<file path="config.mk">
export PLATFORM = sky130hd
export DESIGN_NAME = sdram_port_arbiter
export DESIGN_NICKNAME = d
export VERILOG_FILES = /design/src/rtl/sdram_port_arbiter.sv
export SDC_FILE = /design/constraint.sdc
export NUM_CORES = 1
export LEC_CHECK = 0
export BUFFER_PORTS_ARGS = -buffer_cell sky130_fd_sc_hd__buf_2
export CAP_MARGIN = 5
export CORE_AREA = 2 2 112 114
export DETAILED_ROUTE_END_ITERATION = 8
export DIE_AREA = 0 0 114 116
export PLACE_DENSITY_LB_ADDON = 0.25
export SYNTH_ARGS = -nofsm -noshare
export SYNTH_HDL_FRONTEND = slang
export SYNTH_SLANG_ARGS = --single-unit
export TNS_END_PERCENT = 20
</file>
<file path="constraint.sdc">
create_clock -name clk_clk -period 6 [get_ports clk_clk]
set_input_delay 0.3 -clock clk_clk [delete_from_list [all_inputs] [get_ports clk_clk]]
set_output_delay 0.3 -clock clk_clk [all_outputs]
set_load 0.01 [all_outputs]
</file>
<file path="src/rtl/sdram_port_arbiter.sv">
// Two-master Avalon-MM arbiter sharing one SDRAM controller port, with a read-tag FIFO
// that routes pipelined read returns. Define SDRAM_ARB_FIXED_PRIO_EN for m0 fixed priority.
module sdram_port_arbiter #(
  parameter int unsigned ADDR_W   = 25,
  parameter int unsigned DATA_W   = 32,
  parameter int unsigned BE_W     = 4,
  parameter int unsigned MAX_PEND = 8
) (
  input  logic              clk_clk,
  input  logic              reset_reset_n,
  input  logic [ADDR_W-1:0] m0_address,
  input  logic              m0_read,
  input  logic              m0_write,
  input  logic [DATA_W-1:0] m0_writedata,
  input  logic [BE_W-1:0]   m0_byteenable,
  output logic              m0_waitrequest,
  output logic [DATA_W-1:0] m0_readdata,
  output logic              m0_readdatavalid,
  input  logic [ADDR_W-1:0] m1_address,
  input  logic              m1_read,
  input  logic              m1_write,
  input  logic [DATA_W-1:0] m1_writedata,
  input  logic [BE_W-1:0]   m1_byteenable,
  output logic              m1_waitrequest,
  output logic [DATA_W-1:0] m1_readdata,
  output logic              m1_readdatavalid,
  output logic [ADDR_W-1:0] s_address,
  output logic              s_read,
  output logic              s_write,
  output logic [DATA_W-1:0] s_writedata,
  output logic [BE_W-1:0]   s_byteenable,
  input  logic              s_waitrequest,
  input  logic [DATA_W-1:0] s_readdata,
  input  logic              s_readdatavalid,
  output logic              err_orphan
);

  localparam int unsigned PTR_W = (MAX_PEND > 1) ? $clog2(MAX_PEND) : 1;
  localparam int unsigned CNT_W = $clog2(MAX_PEND + 1);

  typedef enum logic [1:0] {IDLE, GNT0, GNT1} state_t;

  state_t              state, state_nxt;
  logic                last;
  logic [MAX_PEND-1:0] tag_mem;
  logic [PTR_W-1:0]    wr_ptr, rd_ptr;
  logic [CNT_W-1:0]    count;

  logic req0, req1, rd0, rd1;
  logic tag_full, tag_empty;
  logic block, accept, push, pop, gnt_id, ret_tag;

  // write wins when a master illegally raises both strobes
  assign req0      = m0_read | m0_write;
  assign req1      = m1_read | m1_write;
  assign rd0       = m0_read & ~m0_write;
  assign rd1       = m1_read & ~m1_write;
  assign tag_full  = (count == CNT_W'(MAX_PEND));
  assign tag_empty = (count == '0);

  // Grant FSM and request pass-through
  always_comb begin
    state_nxt      = state;
    s_address      = '0;
    s_read         = 1'b0;
    s_write        = 1'b0;
    s_writedata    = '0;
    s_byteenable   = '0;
    m0_waitrequest = 1'b1;
    m1_waitrequest = 1'b1;
    block          = 1'b0;
    accept         = 1'b0;
    push           = 1'b0;
    gnt_id         = 1'b0;
    case (state)
      IDLE: begin
        if (req0 && req1) begin
`ifdef SDRAM_ARB_FIXED_PRIO_EN
          state_nxt = GNT0;
`else
          state_nxt = last ? GNT0 : GNT1;
`endif
        end else if (req0) begin
          state_nxt = GNT0;
        end else if (req1) begin
          state_nxt = GNT1;
        end
      end
      GNT0: begin
        block          = rd0 & tag_full;
        s_address      = m0_address;
        s_write        = m0_write;
        s_read         = rd0 & ~block;
        s_writedata    = m0_writedata;
        s_byteenable   = m0_byteenable;
        m0_waitrequest = s_waitrequest | block;
        accept         = (m0_write | s_read) & ~s_waitrequest;
        push           = accept & rd0;
        gnt_id         = 1'b0;
`ifdef SDRAM_ARB_FIXED_PRIO_EN
        if (!req0) state_nxt = req1 ? GNT1 : IDLE;
`else
        if ((accept && req1) || (!req0 && req1)) state_nxt = GNT1;
        else if (!req0)                          state_nxt = IDLE;
`endif
      end
      GNT1: begin
        block          = rd1 & tag_full;
        s_address      = m1_address;
        s_write        = m1_write;
        s_read         = rd1 & ~block;
        s_writedata    = m1_writedata;
        s_byteenable   = m1_byteenable;
        m1_waitrequest = s_waitrequest | block;
        accept         = (m1_write | s_read) & ~s_waitrequest;
        push           = accept & rd1;
        gnt_id         = 1'b1;
        if ((accept && req0) || (!req1 && req0)) state_nxt = GNT0;
        else if (!req1)                          state_nxt = IDLE;
      end
      default: state_nxt = IDLE;
    endcase
  end

  // Read return routing, zero latency from the controller
  assign pop              = s_readdatavalid & ~tag_empty;
  assign ret_tag          = tag_mem[rd_ptr];
  assign m0_readdatavalid = pop & ~ret_tag;
  assign m1_readdatavalid = pop & ret_tag;
  assign m0_readdata      = m0_readdatavalid ? s_readdata : '0;
  assign m1_readdata      = m1_readdatavalid ? s_readdata : '0;

  always_ff @(posedge clk_clk or negedge reset_reset_n) begin
    if (!reset_reset_n) begin
      state      <= IDLE;
      last       <= 1'b1;
      tag_mem    <= '0;
      wr_ptr     <= '0;
      rd_ptr     <= '0;
      count      <= '0;
      err_orphan <= 1'b0;
    end else begin
      state <= state_nxt;
      if (accept) last <= gnt_id;
      if (push) begin
        tag_mem[wr_ptr] <= gnt_id;
        wr_ptr          <= wr_ptr + PTR_W'(1);
      end
      if (pop) rd_ptr <= rd_ptr + PTR_W'(1);
      case ({push, pop})
        2'b10:   count <= count + CNT_W'(1);
        2'b01:   count <= count - CNT_W'(1);
        default: count <= count;
      endcase
      // a return with nothing outstanding has no owner; flag it until reset
      if (s_readdatavalid && tag_empty) err_orphan <= 1'b1;
    end
  end

endmodule

</file>
==> flow_summary.toml <==
[synth]
synthFlopType = "dfrtp_1"
synth_most_common_cell = "nor2b_1"
ys_seq_area_share_pct = 19.1
yosysTopAreaCellShare_pct = 18.2
syn-num-nets = 524
netlist_instances = 353
synth_cell_types = 50
synthTopCellsByArea = "dfrtp_1 (18%), a22oi_1 (16%), nor2b_1 (15%)"
synth_area_mm2 = 0.00289
synth-xor-area-share_pct = 2.73
yosys.area_share.simple_pct = 38.6
synth_top_family_by_area = "simple AND/OR/NAND/NOR gates"
synth_edf_count = 0
synth_fa_ha_area_share_pct = 3.90
synth-async-reset-ratio_pct = 100
yosys_warnings = 0
avgSynthCellArea_um2 = 8.18
synth_compound_area_share_pct = 21.2
ys_top_cells_by_count = "nor2b_1 (67), a22oi_1 (62), and2_1 (34)"
synth_area_leader_cell = "dfrtp_1"
synth-seq-cells = 22
synth_mux_area_share_pct = 7.28

[sta]
setup_viol = 0
max_freq_mhz = 331
hold_viol = 0
finalSetupTns_ps = 0
slew_headroom_pct = 48.4
fin_crit_ps = 3020
rsz0062_at_grt = "no"
clock-skew-final_ps = 0.980
finalMaxSlewViolations = 0
tightest_slew_ps = 773
period_share_pct = 50.4

[detailed_routing]
ant_nets = 0
wl_um = 11200
drt-initial-drc-count = 147
wire_per_inst_um = 14.7
via_per_inst = 4.69
drtPass1Iterations = 4
drc = 0
via_count = 3576

[placement]
portBuffers = 293
dp.cells = 759
gp_congestion = 0.816
dp_hpwl_um = 9100

[critical_path]
reg2reg_slack_ps = 3130
criticalPathCategory = "register to output pin"
cp-start-kind = "register"
crit_fanout = 34
required_ps = 5700
ff2ff_path_depth = 10
crit_arrival_ps = 2720
crit_path_end_kind = "output pin"

[power_and_ir_drop]
powerDensity_mw_per_mm2 = 366
power_uw = 1650
power_leakage_uw = 0.00245
peakVddDrop_uv = 239

[grt]
antenna_found_initial = 0
grt.total_usage_pct = 15.4
grt_pass1_wl_um = 16600
first_global_vias = 3277
overflow = 0
grt_max_degree = 75

[clock_tree]
clock-root-buffer = "clkbuf_16"
cts_buffers = 3
cts_buffer_depth = 2
tritoncts = "yes"
cts_max_level = 1
cts_resized = 0
clkTransAtPathRegs_ps = 60
clock-sinks = 22
cts_hold_buf = 0
post_cts_buffers = 0
clock_latency_ps = 250

[job]
cap_violations = 0

[floorplanning]
std_cell_rows = 40
die-area_mm2 = 0.0132
die_h_um = 116
core_mm2 = 0.0119
start_util_pct = 24.2
die_x_um = 114
num_io_pins = 294

[layout]
final_cells = 763
final_layout_size_suffix_gt1_share_pct = 53.4
syn2layout_area_growth_pct = 55.8
final_nets = 788
diodes = 0

[run_status]
status = "finished, final reports clean"

[min_path]
min_path_type = "primary input to asynchronous set/reset pin"
[cells in the final DEF, fill, tap and decap left out, types with 2 or more instances in the layout]
cell	count
buf_2	293
buf_4	4
a22oi_1	62
mux4_2	2
a32o_1	2
nor2_1	5
a31oi_1	2
a21oi_1	5
o21ai_0	4
nand4b_1	2
and3_1	32
and2b_1	2
inv_1	5
xnor2_1	5
mux2_2	6
nand2_1	9
clkbuf_16	3
mux2_4	5
and2_1	34
ha_2	2
dfrtp_1	21
nor2b_1	67
nand3b_1	6
nor4b_2	3
xor2_1	4
ha_1	7
[routing by layer]
layer	GRT usage, %	vias up	part of all wire, %
met5	0	-	0
met4	0.488	0	0.098
met3	2.30	2	5.7
met2	28.9	154	54
met1	19.6	1631	41
li1	-	1789	-
[stage by stage]
step	utilization, %	hold slack (ps)	area (µm²)	worst slack [ps]
finish	37.8	17.2	4500	2980
detailed placement	36.9	307	4390	3150
global route	37.8	70.4	4500	2720
global placement	36.9	304	4390	3190
CTS	37.8	34.4	4500	2910
floorplan	-	4.41	2890	3480
[critical path, cell delays in order (launching register included)]
cell,delay (ps)
dfrtp_1,440
mux4_2,560
mux2i_4,580
nor2_1,280
buf_4,280
and2_1,180
buf_2,130
[power breakdown]
part	internal (µW)	total (µW)	switching, µW
logic	547	1180	629
registers	203	283	79.9
clock network	132	187	54.1
total	882	1650	763
[flip-flops by register name (all words and copies together) (netlist names)]
signal      cells
count           4
err_orphan      1
last            1
rd_ptr          3
state           2
tag_mem         8
wr_ptr          3
[final cells by class]
| type | instances | area [µm²] |
|---|---|---|
| clock buffer | 3 | 75.1 |
| fill | 1247 | 7410 |
| inverter | 6 | 30.0 |
| tap | 147 | 184 |
| sequential | 22 | 552 |
| multi-input combinational | 287 | 2130 |
| clock inverter | 1 | 30.0 |
| timing repair buffer | 297 | 1500 |
[path summary, 6_finish.rpt]
path,start,endpoint
min reg2reg,err_orphan,err_orphan
max,rd_ptr[0],m1_readdata[30]
min in group clk_clk,s_readdatavalid,err_orphan
max reg2reg,count[2],count[2]
max in group asynchronous,reset_reset_n,last
min,reset_reset_n,tag_mem[5]
[cell families (layout without fill, tap and decap cells)]
family / count (synthesis) / after routing
AOI/OAI and AO/OA: 83 / 83
xor gates and xnor gates: 9 / 9
adders and majority gates: 9 / 9
buffers and inverters: 44 / 307
DFF: 22 / 22
muxes: 14 / 14
and+or+nand+nor: 172 / 172
Power figures use the tool's default switching activity.
